$ cat config.mk
export PLATFORM = sky130hd
export DESIGN_NAME = param_datapath
export DESIGN_NICKNAME = d
export VERILOG_FILES = /design/src/rtl/param_datapath_pkg.sv /design/src/rtl/param_datapath_alu.sv /design/src/rtl/param_datapath.sv
export SDC_FILE = /design/constraint.sdc
export NUM_CORES = 1
export LEC_CHECK = 0
export CORE_MARGIN = 10
export CORE_UTILIZATION = 65
export CTS_BUF_LIST = sky130_fd_sc_hd__clkbuf_4 sky130_fd_sc_hd__clkbuf_8 sky130_fd_sc_hd__clkbuf_16
export DETAILED_ROUTE_END_ITERATION = 6
export PLACE_DENSITY = 0.88
export SLEW_MARGIN = 0
export SYNTH_ARGS = -nofsm -noshare
export SYNTH_HDL_FRONTEND = slang
export SYNTH_SLANG_ARGS = --single-unit
$ cat constraint.sdc
create_clock -name Clock -period 8.9 [get_ports Clock]
set_input_delay 1.78 -clock Clock [delete_from_list [all_inputs] [get_ports Clock]]
set_output_delay 1.78 -clock Clock [all_outputs]
set_load 0.05 [all_outputs]
$ cat src/rtl/param_datapath_pkg.sv
// Shared encodings for the parametrised single-accumulator datapath.
// Data and opcode widths stay module parameters; only control encodings live here.
package param_datapath_pkg;

    localparam int unsigned ALU_OP_W  = 3;
    localparam int unsigned BUS_SEL_W = 2;

    typedef enum logic [ALU_OP_W-1:0] {
        ALU_PASS = 3'd0,
        ALU_ADD  = 3'd1,
        ALU_SUB  = 3'd2,
        ALU_AND  = 3'd3,
        ALU_OR   = 3'd4,
        ALU_XOR  = 3'd5,
        ALU_INC  = 3'd6,
        ALU_SHL  = 3'd7
    } alu_op_e;

    typedef enum logic [BUS_SEL_W-1:0] {
        BUS_OPERAND = 2'd0,
        BUS_PC      = 2'd1,
        BUS_ACC     = 2'd2,
        BUS_DATA    = 2'd3
    } bus_sel_e;

    // Only arithmetic ops report a carry; PASS and logic ops clear it.
    function automatic logic op_has_carry(input alu_op_e op);
        case (op)
            ALU_ADD, ALU_SUB, ALU_INC, ALU_SHL: op_has_carry = 1'b1;
            default:                            op_has_carry = 1'b0;
        endcase
    endfunction

endpackage

$ cat src/rtl/param_datapath_alu.sv
// Combinational ALU: WIDTH+1-bit internal result, low WIDTH bits plus carry out.
// SUB computes a - b as a + ~b + 1, so the carry is the not-borrow flag.
module param_alu
    import param_datapath_pkg::*;
#(
    parameter int unsigned WIDTH = 16
) (
    input  logic [WIDTH-1:0] a,
    input  logic [WIDTH-1:0] b,
    input  alu_op_e          op,
    output logic [WIDTH-1:0] result,
    output logic             carry
);

    localparam int unsigned EXT_W = WIDTH + 1;

    logic [WIDTH:0] full;

    always_comb begin
        full = '0;
        case (op)
            ALU_PASS: full = {1'b0, b};
            ALU_ADD:  full = {1'b0, a} + {1'b0, b};
            ALU_SUB:  full = {1'b0, a} + {1'b0, ~b} + EXT_W'(1);
            ALU_AND:  full = {1'b0, a & b};
            ALU_OR:   full = {1'b0, a | b};
            ALU_XOR:  full = {1'b0, a ^ b};
            ALU_INC:  full = {1'b0, a} + EXT_W'(1);
            ALU_SHL:  full = {a, 1'b0};
            default:  full = '0;
        endcase
    end

    assign result = full[WIDTH-1:0];
    assign carry  = op_has_carry(op) & full[WIDTH];

endmodule

$ cat src/rtl/param_datapath.sv
// Parametrised accumulator datapath: PC, IR, Acc, Z/N/C flags around one muxed system bus.
// Optional macro DP_RELBRANCH_EN enables PC-relative loads (PC + SysBus) when PcRel is set.
module param_datapath
    import param_datapath_pkg::*;
#(
    parameter int unsigned      WIDTH        = 16,
    parameter int unsigned      OPC_W        = 4,
    parameter logic [WIDTH-1:0] RESET_PC     = '0,
    parameter bit               SEXT_OPERAND = 1'b0
) (
    input  logic             Clock,
    input  logic             Reset,
    input  logic [WIDTH-1:0] Data_in,
    input  logic             SelInc,
    input  logic             LoadPC,
    input  logic             LoadIR,
    input  logic             LoadAcc,
    input  logic [2:0]       AluOp,
    input  logic [1:0]       BusSel,
    input  logic             BusEn,
    input  logic             PcRel,
    output logic [WIDTH-1:0] SysBus,
    output logic [OPC_W-1:0] Opcode,
    output logic             Zflag,
    output logic             Nflag,
    output logic             Cflag
);

    localparam int unsigned OPR_W = WIDTH - OPC_W;

    logic [WIDTH-1:0] pc_q;
    logic [WIDTH-1:0] ir_q;
    logic [WIDTH-1:0] acc_q;
    logic             z_q;
    logic             n_q;
    logic             c_q;

    logic [WIDTH-1:0] operand;
    logic [WIDTH-1:0] bus;
    logic [WIDTH-1:0] pc_next;
    logic [WIDTH-1:0] alu_res;
    logic             alu_carry;

    // Operand field of IR widened to the bus width.
    always_comb begin
        if (SEXT_OPERAND) begin
            operand = {{OPC_W{ir_q[OPR_W-1]}}, ir_q[OPR_W-1:0]};
        end else begin
            operand = {{OPC_W{1'b0}}, ir_q[OPR_W-1:0]};
        end
    end

    // Encoded bus mux; a disabled bus reads as zero rather than floating.
    always_comb begin
        bus = '0;
        if (BusEn) begin
            case (bus_sel_e'(BusSel))
                BUS_OPERAND: bus = operand;
                BUS_PC:      bus = pc_q;
                BUS_ACC:     bus = acc_q;
                BUS_DATA:    bus = Data_in;
                default:     bus = '0;
            endcase
        end
    end

    assign SysBus = bus;

    param_alu #(
        .WIDTH (WIDTH)
    ) u_alu (
        .a      (acc_q),
        .b      (bus),
        .op     (alu_op_e'(AluOp)),
        .result (alu_res),
        .carry  (alu_carry)
    );

    // PC source: increment, absolute bus load, or (optionally) bus-relative.
    always_comb begin
        pc_next = pc_q;
        if (LoadPC) begin
            if (SelInc) begin
                pc_next = pc_q + WIDTH'(1);
            end
`ifdef DP_RELBRANCH_EN
            else if (PcRel) begin
                pc_next = pc_q + bus;
            end
`endif
            else begin
                pc_next = bus;
            end
        end
    end

`ifndef DP_RELBRANCH_EN
    logic unused_pcrel;
    assign unused_pcrel = PcRel;
`endif

    // Reset outranks every load strobe issued in the same cycle.
    always_ff @(posedge Clock) begin
        if (Reset) begin
            pc_q  <= RESET_PC;
            ir_q  <= '0;
            acc_q <= '0;
            z_q   <= 1'b1;
            n_q   <= 1'b0;
            c_q   <= 1'b0;
        end else begin
            pc_q <= pc_next;
            if (LoadIR) begin
                ir_q <= bus;
            end
            if (LoadAcc) begin
                acc_q <= alu_res;
                z_q   <= (alu_res == '0);
                n_q   <= alu_res[WIDTH-1];
                c_q   <= alu_carry;
            end
        end
    end

    assign Opcode = ir_q[WIDTH-1 -: OPC_W];
    assign Zflag  = z_q;
    assign Nflag  = n_q;
    assign Cflag  = c_q;

endmodule

# After elaboration in Yosys (flattened, before gate mapping)
# Index checks and enable logic that the tools add are counted.
# op_classes
n_addsub	5
n_eq_ne	10
muxes	5
n_bitwise	5
reduce_logical	4
# op_table
cell	n
$pmux 17 s8	1
$pmux 16 s4	1
$add 16x16->17	2
$mux 16	2
$add 16x1->17 const B	1
$add 17x1->17 const B	1
$add 16x1->16 const B	1
$and 16x16->16	1
$logic_not 16->1	1
$not 16->16	1
$or 16x16->16	1
$xor 16x16->16	1
$eq 3x3->1 const B	4
$eq 3x2->1 const B	2
$eq 2x2->1 const B	2
$reduce_or 4->1	1
$eq 3x1->1 const B	1
$logic_not 3->1	1
$eq 2x1->1 const B	1
$logic_not 2->1	1
$and 1x1->1	1
$mux 1	1
# word_totals
register_bits	51
input_bits	29
word_cells	35

# Longest topological paths before layout
# Gate-level depths: netlist of the first run.
# depth
ltp_word	8
ltp_mapped	18
ltp_nobuf	16

# Modules after synthesis
# From an unflattened synthesis of the first run, not the netlist that was laid out.
# hier_totals
cells_unflattened	800
area_unflattened_um2	6098.3
# modules_own_cells
module	n_inst	cells_each	area_each_um2
param_alu	1	490	3290.7
param_datapath	1	310	2807.7

# Worst setup path after synthesis of the first run
# No wires, ideal clock.
# synth_timing
path_type	input -> register
from	input BusSel[1]
to	register acc_q[12]
arrival_ns	5.103
required_time_ns	8.814
setup_slack_ns	3.712
stages	16
path_buffers	2
path_cell_list	buf_2 buf_4 mux2i_1 nand2_1 o211ai_1 inv_1 nand2_1 fa_1 nor2b_4 o211a_1 o21ai_1 a211oi_1 nor3_1 o31ai_1 nor3_4 a211oi_1
# synth_between
elab_chain_cells	7
# synth_lines
item	line_no	source
from (decl)	param_datapath.sv:19	input logic [1:0] BusSel,
$eq 2x2->1 (tied with other cells)	param_datapath.sv:57	case (bus_sel_e'(BusSel))
$pmux 16 s4 *	param_datapath.sv:57	
$mux 16 *	param_datapath.sv:56	if (BusEn) begin
net SysBus[1]	param_datapath.sv:22	output logic [WIDTH-1:0] SysBus,
$not 16->16	param_datapath_alu.sv:24	ALU_SUB: full = {1'b0, a} + {1'b0, ~b} + EXT_W'(1);
$add 16x16->17	param_datapath_alu.sv:24	
$add 17x1->17	param_datapath_alu.sv:24	
$pmux 17 s8 *	param_datapath_alu.sv:21	case (op)
to (signal assigned)	param_datapath.sv:117	acc_q <= alu_res;
to (decl)	param_datapath.sv:33	logic [WIDTH-1:0] acc_q;
# The timed path passes the listed nets; every way through them passes the cells marked *.
# A chain may end at the register's enable or synchronous reset.

# Worst setup path after layout of the first run
# layout_timing
from	input BusSel[1]
to	output SysBus[1]
# layout_between
elab_chain_cells	3
# layout_lines
item	line_no
$eq 2x2->1 (tied with other cells)	param_datapath.sv:57
$pmux 16 s4 *	param_datapath.sv:57
$mux 16 *	param_datapath.sv:56
to (decl)	param_datapath.sv:22
# Mark *: on every way between the ends. The rest lies on a longest branch, timed or not.

==> flow_metrics.env, run 1 <==
export IMPL_rsz0062_at_grt="no"
export IMPL_fin_nets=873
export IMPL_h_tree_depth=2
export IMPL_globalRouteTotalUtil=0.268
export IMPL_timing_slew_headroom=0.317
export IMPL_avgSynthCellArea_um2=7.78
export IMPL_avgRoutedWirePerCell_um=20.7
export IMPL_drive_gt1_frac=0.0687
export IMPL_rr_startpoint="acc_q[1]"
export IMPL_finalCritPeriodShare=0.755
export IMPL_root_buffer="clkbuf_8"
export IMPL_synth_cell_types=78
export IMPL_die_h_um=115
export IMPL_p_per_area_mw_per_mm2=120
export IMPL_status="completed"
export IMPL_clk_pin_slew_ns=0.11
export IMPL_grt_antenna_before_repair=0
export IMPL_end_kind="output pin"
export IMPL_ys_top_cells_by_count="nor2_1, nand2_1, ha_1"
export IMPL_mappedNetlistNets=858
export IMPL_final_max_slew_viol_count=0
export IMPL_cts_buffers=5
export IMPL_worst_hold_path_endpoint="Zflag"
export IMPL_r2r_end="Zflag"
export IMPL_area_growth_pct=8.93
export IMPL_max_vdd_ir_drop_v=0.0000852
export IMPL_antenna_cells=0
export IMPL_cts_hold_buffers=0
export IMPL_cap_violations=0
export IMPL_ys_flop_type="dfxtp_1"
export IMPL_cts_sinks=50
export IMPL_p_leak_nw=2.81
export IMPL_insertion_delay_ns=0.32
export IMPL_postSynthCellCount=756
export IMPL_worstHoldPathCells=2
export IMPL_grt_pass1_vias=5739
export IMPL_skew_ns=0.0139
export IMPL_path_max_fanout=13
export IMPL_dr_pass1_iters=7
export IMPL_cts_tree="done"
export IMPL_grt_max_degree=51
export IMPL_async_reset_ff_frac=0
export IMPL_grt_pass1_wl_um=29300
export IMPL_drcViolationCount=0
export IMPL_critical_path_class="input pin to output pin"
export IMPL_tightest_slew_ns=1.02
export IMPL_die_area_mm2=0.0133
export IMPL_vias=5959
export IMPL_wirelength_um=18200
export IMPL_io_pins=52
export IMPL_min_period_ns=6.72
export IMPL_synth_top_area_share=0.170
export IMPL_drt_iter0_drc=739
export IMPL_initial_core_util=0.671
export IMPL_synth_warnings=0
export IMPL_synth_edff_count=0
export IMPL_num_rows=34
export IMPL_min_path_type="flop to flop"
export IMPL_worst_slack_ns=2.18
export IMPL_r2r_slack_ns=4.81
export IMPL_ant_nets=0
export IMPL_postCtsSetupBuffers=0
export IMPL_globalplace_congestion=1.03
export IMPL_fmax_mhz=149
export IMPL_required_ns=7.12
export IMPL_vias_per_cell=6.77
export IMPL_finalSetupViolations=0
export IMPL_core_mm2=0.00876
export IMPL_yosysMostFrequentCell="nor2_1"
export IMPL_startpoint_type="input pin"
export IMPL_clk_path_buf_depth=2
export IMPL_grt_overflow=0
export IMPL_finalSetupTns_ns=0
export IMPL_worstPathArrival_ns=4.94
export IMPL_yosys_area_top_type="dfxtp_1"
export IMPL_synth_area_top_cells="dfxtp_1, ha_1, mux2i_1, nor2_1, nand2_1"
export IMPL_ys_seq_area_frac=0.170
export IMPL_port_buffers=50
export IMPL_hold_viol_final=0
export IMPL_ys_ff_latch=50
export IMPL_synth_cell_area_mm2=0.00588
export IMPL_place_ws_ns=2.22
export IMPL_hpwl_um=13500
export IMPL_ff2ff_path_depth=13
export IMPL_worstHoldStart="Zflag"
export IMPL_die_w_um=115
export IMPL_cts_resized=0
-- layout make-up --
type | instances | area, µm²
clock buffer | 5 | 68.8
clock inverter | 3 | 43.8
fill | 690 | 2350
inverter | 49 | 184
multi-input combinational | 610 | 4440
sequential | 50 | 1000
tap | 108 | 135
timing repair buffer | 55 | 533
-- layout by cell type (no fill, tap or decap), types with 6 or more instances in the layout --
cell,netlist,layout
a211oi_1,16,16
a31oi_1,10,10
nor3_1,9,9
and3_1,6,6
dfxtp_1,50,50
a21oi_1,41,41
o211ai_1,11,11
mux2_2,9,9
o21ai_1,7,7
nor2_1,96,96
o21ai_0,35,35
ha_1,71,71
inv_1,48,48
a22oi_1,20,20
xnor2_1,12,12
clkdlybuf4s50_1,0,49
nand3b_1,8,8
o31ai_1,9,9
nand3_1,11,11
mux4_2,9,9
a21o_1,9,9
nand2_1,72,72
mux2i_1,39,39
nor2b_1,8,8
-- critical path, cell delays in order --
cell             delay [ns]
clkdlybuf4s50_1        0.90
buf_4                  0.32
mux2_2                 0.35
o211ai_1               0.52
inv_1                  0.28
clkdlybuf4s50_1        0.77
-- state kept, by name, indices dropped and copies added (netlist names) --
signal and flops:
ir_q 16, Zflag 1, Cflag 1, pc_q 16
acc_q 16
-- worst max-delay path by stage --
stage,startpoint,end,slack (ns)
after floorplan,BusSel[1],acc_q[12],3.71
after global placement,BusSel[1],SysBus[1],2.31
after detailed placement,BusSel[1],SysBus[1],2.22
after CTS,BusSel[1],SysBus[1],2.23
after global routing,BusSel[1],SysBus[1],2.09
final,BusSel[1],SysBus[1],2.18
-- report_power, final --
group	switching, mW	total (mW)	internal (mW)
Combinational	0.205	0.338	0.133
Sequential	0.0182	0.253	0.235
Clock	0.0909	0.176	0.0846
-- per-layer routing --
layer / up-vias / wire, µm / global-route usage
met3: 40 / 1880 / 0.0490
met1: 2814 / 7560 / 0.358
met5: - / 0 / 0
li1: 2771 / - / -
met2: 334 / 8380 / 0.427
met4: 0 / 389 / 0.0883
-- stage by stage --
| stage | instance area [µm²] | hold slack, ns | utilization | cells | total power, mW |
|---|---|---|---|---|---|
| 6_report | 6410 | 0.493 | 0.731 | 880 | 0.766 |
| 3_5_place_dp | 6300 | 0.467 | 0.719 | 872 | 0.584 |
| 3_3_place_gp | 6300 | 0.465 | 0.719 | 872 | 0.572 |
| 4_1_cts | 6410 | 0.494 | 0.731 | 880 | 0.758 |
| 5_1_grt | 6410 | 0.516 | 0.731 | 880 | 0.806 |
| 2_1_floorplan | 5880 | 0.453 | - | 756 | 0.496 |
-- cell families (layout without fill, tap and decap cells) --
kind of cell	count (synthesis)	in the layout	share of synthesized area
AOI/OAI and AO/OA	217	217	0.257
xor gates and xnor gates	15	15	0.0223
adders and majority gates	73	73	0.158
buffers and inverters	96	112	0.0746
DFF	50	50	0.170
muxes	60	60	0.124
and+or+nand+nor	245	245	0.195
No activity file was read; power rests on OpenSTA's default activity.
==> run 2: changes to the inputs <==
- CORE_UTILIZATION: 65 -> 54
- PLACE_DENSITY: 0.88 -> 0.78
- clock period: 8.9 -> 5.6 ns (I/O delays scaled with it)
==> run 2 against run 1 <==
Effect of this change:
- cell count is 5.0% higher
- non-clock buffer count rose by 12
- cell area is 1.9% higher
- count of clock-buffer cells in the layout up 1
- setup slack worse by 1.7 ns
- sequential cell count is the same
- die area grew 17%
- largest power group unchanged
- sequential power is 59% higher
- core utilization down 12 points
- global-route usage shrank 4.9 points
- clock power grew 51%
- sequential share of layout area fell by 0.30 points
==> flow_metrics.env, run 2 (same netlist as run 1, synthesis figures left out) <==
export IMPL_status="completed"
export IMPL_rr_startpoint="acc_q[0]"
export IMPL_grt_pass1_vias=5626
export IMPL_port_buffers=50
export IMPL_avgRoutedWirePerCell_um=19.5
export IMPL_skew_ns=0.00787
export IMPL_worst_slack_ns=0.466
export IMPL_grt_max_degree=51
export IMPL_root_buffer="clkbuf_8"
export IMPL_multi_input_area_mm2=0.00444
export IMPL_p_per_area_mw_per_mm2=185
export IMPL_hpwl_um=14100
export IMPL_drcViolationCount=0
export IMPL_pwr_share_comb=0.447
export IMPL_tightest_slew_ns=0.989
export IMPL_timing_slew_headroom=0.338
export IMPL_hold_viol_final=0
export IMPL_clk_path_buf_depth=2
export IMPL_nFillCells=1041
export IMPL_cap_violations=0
export IMPL_required_ns=5.85
export IMPL_p_leak_nw=2.86
export IMPL_io_pins=52
export IMPL_worstHoldStart="ir_q[7]"
export IMPL_final_max_slew_viol_count=0
export IMPL_drive_gt1_frac=0.0867
export IMPL_vias_per_cell=6.30
export IMPL_regArea_mm2=0.00100
export IMPL_seqPwrFrac=0.333
export IMPL_core_mm2=0.0107
export IMPL_cts_tree="done"
export IMPL_initial_core_util=0.548
export IMPL_postCtsSetupBuffers=0
export IMPL_p_switching_mw=0.478
export IMPL_worstPathArrival_ns=5.38
export IMPL_sw_frac_of_total=0.396
export IMPL_cts_hold_buffers=0
export IMPL_min_period_ns=5.13
export IMPL_finalSetupViolations=0
export IMPL_max_vdd_ir_drop_v=0.000207
export IMPL_min_path_type="flop to flop"
export IMPL_ant_nets=0
export IMPL_grt_pass1_wl_um=29100
export IMPL_die_h_um=124
export IMPL_fmax_mhz=195
export IMPL_startpoint_type="input pin"
export IMPL_mostFrequentLayoutCells="nor2_1, nand2_1, ha_1, dfxtp_1, inv_1"
export IMPL_rsz0062_at_grt="no"
export IMPL_fin_nets=885
export IMPL_place_ws_ns=0.224
export IMPL_grt_overflow=0
export IMPL_antenna_cells=0
export IMPL_cts_buffers=5
export IMPL_area_growth_pct=11.0
export IMPL_critical_path_class="input pin to flop"
export IMPL_die_area_mm2=0.0155
export IMPL_end_kind="flop"
export IMPL_layout_commonest_cell="nor2_1"
export IMPL_top_regs="acc_q x16, ir_q x16, pc_q x16"
export IMPL_finalSetupTns_ns=0
export IMPL_insertion_delay_ns=0.32
export IMPL_h_tree_depth=2
export IMPL_finalCritPeriodShare=0.917
export IMPL_p_int_mw=0.729
export IMPL_die_w_um=124
export IMPL_dr_pass1_iters=5
export IMPL_drt_iter0_drc=642
export IMPL_num_rows=38
export IMPL_clk_pin_slew_ns=0.10
export IMPL_cts_resized=0
export IMPL_globalplace_congestion=0.956
export IMPL_grt_antenna_before_repair=0
export IMPL_p_clk_frac=0.220
export IMPL_wirelength_um=18000
export IMPL_globalRouteTotalUtil=0.220
export IMPL_startpoint="BusSel[1]"
export IMPL_path_max_fanout=14
export IMPL_vias=5824
export IMPL_cts_sinks=50
-- run 2: cell count changes in the layout (fill, tap and decap cells not counted) --
cell,before,now
clkinvlp_4,0,1
clkdlybuf4s50_1,49,46
clkbuf_4,0,1
inv_6,1,0
buf_4,5,20
clkinv_2,1,0
-- run 2: power by group through the flow --
stage	combinational [mW]	sequential [mW]	clock (mW)
floorplan	0.385	0.404	0
global placement	0.514	0.408	0
detailed placement	0.525	0.409	0
CTS	0.530	0.401	0.269
global route	0.589	0.405	0.280
finish	0.539	0.402	0.265
-- run 2: final timing paths --
kind / to / cells past startpoint / slack, ns
worst max-delay path: Zflag / 15 / 0.47
worst min-delay path: ir_q[7] / 2 / 0.50
worst max register to register: Zflag / 14 / 1.85
worst min register to register: ir_q[7] / 2 / 0.50
-- run 2: layout make-up --
class / count / share of cell area
Multi-Input combinational cell: 610 / 0.680
Sequential cell: 50 / 0.153
Timing Repair Buffer: 67 / 0.0942
Inverter: 49 / 0.0282
Tap cell: 140 / 0.0268
Clock buffer: 6 / 0.0117
Clock inverter: 2 / 0.00574
-- run 2: metrics by stage --
stage	cell area, µm²	cells	utilization	hold WS, ns	power (mW)
after global routing	6530	924	0.608	0.531	1.27
after global placement	6420	916	0.597	0.467	0.922
after floorplan	5880	756	-	0.453	0.789
after CTS	6530	924	0.608	0.506	1.20
final	6530	924	0.608	0.503	1.21
after detailed placement	6420	916	0.597	0.483	0.934
-- run 2: worst max-delay path, cell delays in order --
cell	delay (ns)
clkdlybuf4s50_1	0.75
buf_4	0.34
mux4_2	0.53
nand2_1	0.16
buf_4	0.18
ha_1	0.22
inv_1	0.10
a2111oi_0	0.54
o2111ai_1	0.31
nand2_1	0.20
and4b_1	0.23
o32a_1	0.25
o221a_2	0.23
nand4_1	0.09
o21ai_1	0.14
-- run 2: routing by layer --
layer  GRT usage  vias up  routed length [µm]
met5           0        -                   0
met4      0.0493        0                 270
met3      0.0409       23                1480
met2       0.350      260                8050
met1       0.299     2754                8200
li1            -     2787                   -
